**config.mk**
```make
export PLATFORM = sky130hd
export DESIGN_NAME = md_unit_flat
export DESIGN_NICKNAME = d
export VERILOG_FILES = /design/src/rtl/md_unit_pkg.sv /design/src/rtl/md_if.sv /design/src/rtl/md_iter_core.sv /design/src/rtl/md_unit.sv /design/src/flat_wrapper.sv
export SDC_FILE = /design/constraint.sdc
export NUM_CORES = 1
export LEC_CHECK = 0
export ABC_CLOCK_PERIOD_IN_PS = 4580
export CAP_MARGIN = 15
export CORE_MARGIN = 3
export CORE_UTILIZATION = 54
export CTS_CLUSTER_SIZE = 8
export DETAILED_ROUTE_END_ITERATION = 10
export PLACE_DENSITY = 0.78
export SETUP_SLACK_MARGIN = 0.15
export SLEW_MARGIN = 10
export SYNTH_ARGS = -nofsm -noshare
export SYNTH_HDL_FRONTEND = slang
export SYNTH_SLANG_ARGS = --single-unit
```
**constraint.sdc**
```tcl
create_clock -name clock -period 4.58 [get_ports clock]
set_clock_uncertainty 0.05 [all_clocks]
set_input_delay 1.145 -clock clock [delete_from_list [all_inputs] [get_ports clock]]
set_output_delay 1.145 -clock clock [all_outputs]
set_load 0.005 [all_outputs]
```
**src/rtl/md_unit_pkg.sv**
```systemverilog
// Shared encodings and sizing for the iterative multiply/divide unit.
package md_unit_pkg;

    localparam int ITER_CYCLES = 32;
    localparam int CNT_W       = $clog2(ITER_CYCLES) + 1;

    typedef enum logic [1:0] {
        MD_MULT  = 2'b00,
        MD_MULTU = 2'b01,
        MD_DIV   = 2'b10,
        MD_DIVU  = 2'b11
    } md_op_e;

    typedef enum logic [1:0] {
        ST_IDLE = 2'b00,
        ST_CALC = 2'b01,
        ST_FIX  = 2'b10
    } md_state_e;

endpackage

```
**src/rtl/md_if.sv**
```systemverilog
// Decode-side bundle for the multiply/divide unit: operation request, HI/LO access and hazard status.
interface md_if;

    logic        Start;
    logic [1:0]  Md_op;
    logic [31:0] Read_data_1;
    logic [31:0] Read_data_2;
    logic        Read_hi;
    logic        Read_lo;
    logic        Write_hi;
    logic        Write_lo;
    logic [31:0] Hi;
    logic [31:0] Lo;
    logic        Busy;
    logic        Stall;
    logic        Done;
    logic        Divide_zero;

    modport master (
        output Start, Md_op, Read_data_1, Read_data_2,
        output Read_hi, Read_lo, Write_hi, Write_lo,
        input  Hi, Lo, Busy, Stall, Done, Divide_zero
    );

    modport slave (
        input  Start, Md_op, Read_data_1, Read_data_2,
        input  Read_hi, Read_lo, Write_hi, Write_lo,
        output Hi, Lo, Busy, Stall, Done, Divide_zero
    );

endinterface

```
**src/rtl/md_iter_core.sv**
```systemverilog
// Unsigned iterative datapath: one shift-add (multiply) or restore-subtract (divide) step per cycle.
module md_iter_core
    import md_unit_pkg::*;
(
    input  logic        clock,
    input  logic        reset,
    input  logic        init,
    input  logic        step,
    input  logic        is_div,
    input  logic [31:0] init_val,
    input  logic [31:0] addend,
    output logic [63:0] acc,
    output logic        last
);

    logic [CNT_W-1:0] count;
    logic [32:0]      sum;
    logic [32:0]      rem;
    logic [32:0]      diff;
    logic             q_bit;
    logic [31:0]      hi_next;

    // acc[63:32] is the running product high half / partial remainder,
    // acc[31:0] shifts out multiplier bits (LSB first) or dividend bits (MSB first).
    always_comb begin
        sum     = {1'b0, acc[63:32]} + (acc[0] ? {1'b0, addend} : 33'd0);
        rem     = {acc[63:32], acc[31]};
        diff    = rem - {1'b0, addend};
        q_bit   = (rem >= {1'b0, addend});
        hi_next = q_bit ? diff[31:0] : rem[31:0];
    end

    always_ff @(posedge clock) begin
        if (!reset) begin
            acc   <= '0;
            count <= '0;
        end else if (init) begin
            acc   <= {32'h0, init_val};
            count <= '0;
        end else if (step) begin
            acc   <= is_div ? {hi_next, acc[30:0], q_bit} : {sum, acc[31:1]};
            count <= count + CNT_W'(1);
        end
    end

    assign last = (count == CNT_W'(ITER_CYCLES - 1));

endmodule

```
**src/rtl/md_unit.sv**
```systemverilog
// Multiply/divide unit: sequencing FSM, sign handling, HI/LO registers and pipeline hazard outputs.
//   state   | meaning
//   IDLE    | no operation in flight; HI/LO writable, Start accepted
//   CALC    | one datapath iteration per cycle on operand magnitudes
//   FIX     | apply result signs and commit HI/LO
module md_unit
    import md_unit_pkg::*;
(
    input logic clock,
    input logic reset,
    md_if.slave md
);

    md_state_e   state;
    md_state_e   state_next;
    md_op_e      op_in;
    logic        accept;
    logic        step;
    logic        last;
    logic        divide_zero;
    logic        busy;
    logic        in_is_div;
    logic        in_sign_a;
    logic        in_sign_b;
    logic [31:0] in_mag_a;
    logic [31:0] in_mag_b;
    logic [31:0] mag_a;
    logic [31:0] mag_b;
    logic        sign_a;
    logic        sign_b;
    logic        is_div_q;
    logic [63:0] acc;
    logic [63:0] prod;
    logic [31:0] quo;
    logic [31:0] rem;
    logic [31:0] hi_q;
    logic [31:0] lo_q;
    logic        done_q;
    logic        op_signed;

    assign op_in     = md_op_e'(md.Md_op);
    assign in_is_div = (op_in == MD_DIV) || (op_in == MD_DIVU);
    assign op_signed = (op_in == MD_MULT) || (op_in == MD_DIV);
    assign in_sign_a = op_signed & md.Read_data_1[31];
    assign in_sign_b = op_signed & md.Read_data_2[31];
    assign in_mag_a  = in_sign_a ? -md.Read_data_1 : md.Read_data_1;
    assign in_mag_b  = in_sign_b ? -md.Read_data_2 : md.Read_data_2;

    assign busy        = (state != ST_IDLE);
    assign divide_zero = md.Start & in_is_div & (md.Read_data_2 == 32'h0) & (state == ST_IDLE);

    always_ff @(posedge clock) begin
        if (!reset) state <= ST_IDLE;
        else        state <= state_next;
    end

    always_comb begin
        state_next = state;
        accept     = 1'b0;
        step       = 1'b0;
        case (state)
            ST_IDLE: if (md.Start && !divide_zero) begin
                accept     = 1'b1;
                state_next = ST_CALC;
            end
            ST_CALC: begin
                step = 1'b1;
                if (last) state_next = ST_FIX;
            end
            ST_FIX:  state_next = ST_IDLE;
            default: state_next = ST_IDLE;
        endcase
    end

    // Multiply: multiplier (rt) shifts through the low half, multiplicand (rs) is added.
    // Divide: dividend (rs) shifts through the low half, divisor (rt) is subtracted.
    md_iter_core u_core (
        .clock    (clock),
        .reset    (reset),
        .init     (accept),
        .step     (step),
        .is_div   (is_div_q),
        .init_val (in_is_div ? in_mag_a : in_mag_b),
        .addend   (is_div_q ? mag_b : mag_a),
        .acc      (acc),
        .last     (last)
    );

    // Remainder follows the dividend sign, quotient/product the sign product.
    always_comb begin
        prod = (sign_a ^ sign_b) ? -acc : acc;
        quo  = (sign_a ^ sign_b) ? -acc[31:0] : acc[31:0];
        rem  = sign_a ? -acc[63:32] : acc[63:32];
    end

    always_ff @(posedge clock) begin
        if (!reset) begin
            hi_q     <= '0;
            lo_q     <= '0;
            done_q   <= 1'b0;
            mag_a    <= '0;
            mag_b    <= '0;
            sign_a   <= 1'b0;
            sign_b   <= 1'b0;
            is_div_q <= 1'b0;
        end else begin
            done_q <= (state == ST_FIX);
            if (accept) begin
                mag_a    <= in_mag_a;
                mag_b    <= in_mag_b;
                sign_a   <= in_sign_a;
                sign_b   <= in_sign_b;
                is_div_q <= in_is_div;
            end else if (state == ST_FIX) begin
                hi_q <= is_div_q ? rem : prod[63:32];
                lo_q <= is_div_q ? quo : prod[31:0];
            end else if (state == ST_IDLE && !md.Start) begin
                if (md.Write_hi) hi_q <= md.Read_data_1;
                if (md.Write_lo) lo_q <= md.Read_data_1;
            end
        end
    end

    assign md.Hi          = hi_q;
    assign md.Lo          = lo_q;
    assign md.Busy        = busy;
    assign md.Done        = done_q;
    assign md.Divide_zero = divide_zero;
    assign md.Stall       = busy & (md.Start | md.Read_hi | md.Read_lo | md.Write_hi | md.Write_lo);

endmodule

```
**src/flat_wrapper.sv**
```systemverilog
// flat-port wrapper written by rule: the top's interface ports become plain ports
module md_unit_flat import md_unit_pkg::*;
  (clock, reset, md_Start, md_Md_op, md_Read_data_1, md_Read_data_2, md_Read_hi, md_Read_lo, md_Write_hi, md_Write_lo, md_Hi, md_Lo, md_Busy, md_Stall, md_Done, md_Divide_zero);
  md_if md_i ();
  input logic clock;
  input logic reset;
  input wire logic [$bits(md_i.Start)-1:0] md_Start;
  input wire logic [$bits(md_i.Md_op)-1:0] md_Md_op;
  input wire logic [$bits(md_i.Read_data_1)-1:0] md_Read_data_1;
  input wire logic [$bits(md_i.Read_data_2)-1:0] md_Read_data_2;
  input wire logic [$bits(md_i.Read_hi)-1:0] md_Read_hi;
  input wire logic [$bits(md_i.Read_lo)-1:0] md_Read_lo;
  input wire logic [$bits(md_i.Write_hi)-1:0] md_Write_hi;
  input wire logic [$bits(md_i.Write_lo)-1:0] md_Write_lo;
  output wire logic [$bits(md_i.Hi)-1:0] md_Hi;
  output wire logic [$bits(md_i.Lo)-1:0] md_Lo;
  output wire logic [$bits(md_i.Busy)-1:0] md_Busy;
  output wire logic [$bits(md_i.Stall)-1:0] md_Stall;
  output wire logic [$bits(md_i.Done)-1:0] md_Done;
  output wire logic [$bits(md_i.Divide_zero)-1:0] md_Divide_zero;
  assign md_i.Start = md_Start;
  assign md_i.Md_op = md_Md_op;
  assign md_i.Read_data_1 = md_Read_data_1;
  assign md_i.Read_data_2 = md_Read_data_2;
  assign md_i.Read_hi = md_Read_hi;
  assign md_i.Read_lo = md_Read_lo;
  assign md_i.Write_hi = md_Write_hi;
  assign md_i.Write_lo = md_Write_lo;
  assign md_Hi = md_i.Hi;
  assign md_Lo = md_i.Lo;
  assign md_Busy = md_i.Busy;
  assign md_Stall = md_i.Stall;
  assign md_Done = md_i.Done;
  assign md_Divide_zero = md_i.Divide_zero;
  md_unit u_core (.clock(clock), .reset(reset), .md(md_i));
endmodule
```
==> reports/metrics.csv <==
stage,metric,value,unit
synth,netlist_area,0.01622,mm^2
pwr,p_seq_share,34.1,%
die,core_region_area,0.02917,mm^2
routing,wl_met1,24840,um
routing,viasPerCell,6.528,
min_path,hold_depth,2,
timing,fin_hold_ws,0.4114,ns
routing,drc,0,
synth,synth_top_flop_cell,dfxtp_1,
critical_path,critical_path_arrival,3.11,ns
timing,final-max-slew-violation-count,0,
job,maxCapViolCount,0,
pwr,p_switching,0.002131,W
timing,finalSetupViolations,0,
pwr,pwr-share-clk,32.6,%
global_route,grt_pass1_vias,16060,
cells_and_area,final_core_utilization,66.03,%
critical_path,critPathBufInv,2,
critical_path,critical-path-slowest-cell,or4_4,
timing,relSlewSlack,35.84,%
timing,tightestPinTransition,0.9614,ns
cells_and_area,nFillCells,2512,
die,top_level_ports,141,
timing,period_share,93.91,%
pwr,switching_share,35.58,%
routing,antenna_left,0,
clock_network,holdBufCountCts,0,
cells_and_area,nNetsFinal,2410,
synth,synth_nets,2279,
cells_and_area,drive_gt1_share,9.123,%
global_route,grt_max_degree,92,
critical_path,critPathLaunchType,input port,
cells_and_area,seqCellArea,0.004088,mm^2
clock_network,cts.clk_slew.worst_paths,0.05,ns
clock_network,clock_path_buffers,3,
global_route,overflow,0,
cells_and_area,area_delta_synth_final,18.76,%
synth,synthCells,2135,
pwr,power_density,311.0,mW/mm^2
routing,route.met2.wl,26900,um
pwr,p_total,0.005989,W
synth,synth-seq-cells,204,
clock_network,numCtsBuffers,29,
place,place_congestion,0.9556,
critical_path,crit_family,simple AND/OR/NAND/NOR gates,
critical_path,path_depth,7,
synth,avgSynthCellArea,7.596,um^2
critical_path,cp_data_required_time,3.38,ns
routing,routedWlPerCell,22.85,um
routing,dr_wl_met3,5695,um
synth,ys_warn_count,0,
die,fp.dieH,179.3,um
synth,yosysSeqAreaShare,25.18,%
routing,finalWirelength,60670,um
critical_path,cp_cell_sequence,clkdlybuf4s50_1 > or4_4 > or2_4 > nor4_4 > nand4_1 > nor2_1 > buf_2,
routing,top_layer,met4,
die,dieArea,0.03215,mm^2
cells_and_area,finalNonFillerCells,2655,
synth,synthDistinctLibCells,77,
cells_and_area,fin_area,0.01926,mm^2
timing,grt_setup_unrepaired,no,
synth,ys_async_sr_fraction,0,%
global_route,gr-usage-all-layers,36.43,%
clock_network,htreeDepth,1,
pwr,intPower,0.003858,W
pwr,p_comb_share,33.3,%
clock_network,tritoncts,done,
routing,firstDrtPassIters,6,
timing,min_period,4.301,ns
place,place_area,0.01844,mm^2
place,port_buffers,140,
critical_path,slowest_delay,0.54,ns
pwr,cellLeakagePower,8.276,nW
routing,vias,17330,
global_route,grt_pass1_wl,91360,um
place,dp_hpwl,45980,um
critical_path,crit_type,input port to output port,
pwr,vdd_drop_max,0.0002953,V
run_status,status,"complete, no violations",
cells_and_area,multi_input_area,0.01145,mm^2
die,die_w,179.3,um
global_route,antenna_found_initial,1,
synth,synth_edf_count,0,
clock_network,clock_sinks,204,
die,rows,62,
critical_path,end_kind,output port,
place,dp_cells,2617,
timing,hold_violations,0,
clock_network,clockRootBuffer,clkbuf_16,
timing,max_freq,232.5,MHz
min_path,hold_class,flop to flop,
critical_path,crit_fanout,3,
die,start_util,55.60,%
clock_network,clock_latency,0.56,ns
critical_path,ff2ff_path_depth,13,
routing,dr.first_iter.drc_count,2022,
## layer usage
metal  vias up  GRT usage (%)
met5         -              0
met4         0          15.98
met3       166          5.358
met2       954          57.56
met1      8214          49.31
li1       7997              -
## power groups by stage
| stage | Combinational (W) | Sequential (W) | Clock, W |
|---|---|---|---|
| 3_3_place_gp | 0.00190 | 0.00206 | 0 |
| 6_report | 0.00200 | 0.00204 | 0.00195 |
| 2_1_floorplan | 0.00129 | 0.00201 | 0 |
| 3_5_place_dp | 0.00193 | 0.00207 | 0 |
| 4_1_cts | 0.00194 | 0.00203 | 0.00195 |
| 5_1_grt | 0.00214 | 0.00205 | 0.00202 |
## worst reg2reg max path, delay by kind of cell, from the launching register on
kind / cells / cell delay [ns]
AO/OA/AOI/OAI: 5 / 1.12
adder cells (fa/ha/maj): 1 / 0.40
buffers and inverters: 2 / 0.53
flip-flops: 1 / 0.61
multiplexers: 1 / 0.48
AND/OR/NAND/NOR: 4 / 0.85
## cells in the mapped netlist, drive strengths merged, types with 23 or more instances
library cell | n | area share (%)
nor3b | 29 | 1.3
nor3 | 47 | 1.5
nor4 | 23 | 1.0
dfxtp | 204 | 25
o31ai | 29 | 1.4
nand2 | 220 | 5.1
xnor2 | 95 | 5.1
o211ai | 24 | 1.1
ha | 69 | 5.3
a21o | 26 | 1.2
o211a | 62 | 3.8
o21ai | 124 | 3.8
mux2i | 107 | 6.6
a211oi | 30 | 1.4
nor2 | 245 | 5.7
inv | 37 | 0.86
a21oi | 161 | 5.0
xor2 | 81 | 4.4
buf | 41 | 1.2
nand3 | 58 | 1.8
clkbuf | 115 | 2.7
## state kept, by name, indices dropped and copies added, names as in the netlist
register and flops:
u_core.is_div_q 1, u_core.mag_a 32, u_core.mag_b 32, u_core.md.Done 1, u_core.md.Hi 32, u_core.md.Lo 32
u_core.sign_a 1, u_core.sign_b 1, u_core.state 2, u_core.u_core.acc 64, u_core.u_core.count 6
## cell families (layout without fill, tap and decap cells)
logic type / after synthesis / after routing / synth area share, %
AO/OA/AOI/OAI: 611 / 611 / 25.38
XOR/XNOR: 176 / 176 / 9.505
flip-flops: 204 / 204 / 25.18
AND/OR/NAND/NOR: 761 / 761 / 22.23
buffers and inverters: 193 / 327 / 4.699
multiplexers: 119 / 119 / 7.438
adder cells (fa/ha/maj): 71 / 71 / 5.571
other: 0 / 2 / 0
## final timing paths
kind,start,slack [ns],end
max,md_Read_data_2[20],0.28,md_Divide_zero
min,u_core.mag_b[0]$_SDFFE_PN0P_,0.41,u_core.mag_b[0]$_SDFFE_PN0P_
max reg2reg,u_core.is_div_q$_SDFFE_PN0P_,0.46,u_core.u_core.acc[43]$_SDFFE_PP0P_
min reg2reg,u_core.mag_b[0]$_SDFFE_PN0P_,0.41,u_core.mag_b[0]$_SDFFE_PN0P_
## final cells by class
cell class                 instances  area share (%)
multi-input combinational       1738           59.47
sequential                       204           21.23
timing repair buffer             256           12.06
clock buffer                      33           3.898
tap                              384           2.495
inverter                          37          0.7212
clock inverter                     1          0.1039
antenna                            2         0.02599
## repair_timing
item                       CTS  global route
buffers inserted             2             0
resized for setup            3             6
pin swaps                    3             3
setup endpoints to repair    1             1
## per-stage QoR
stage	setup WS, ns	TNS, ns
floorplan	0.1687	0
global placement	-0.1676	-0.1676
detailed placement	-0.1891	-0.1891
CTS	0.2168	0
global route	0.1551	0
finish	0.2790	0
## placed cells by master (no fill, tap or decap), drive strengths merged, types with 29 or more instances in the layout
cell type        n
o21ai          124
xnor2           95
a211oi          30
xor2            81
o211a           62
inv             38
nor3b           29
clkdlybuf4s50  137
nand3           58
a21oi          161
nor2           245
ha              69
nand2          220
buf            119
dfxtp          204
nor3            47
clkbuf          33
mux2i          107
o31ai           29
(Power assumes the default switching activity.)
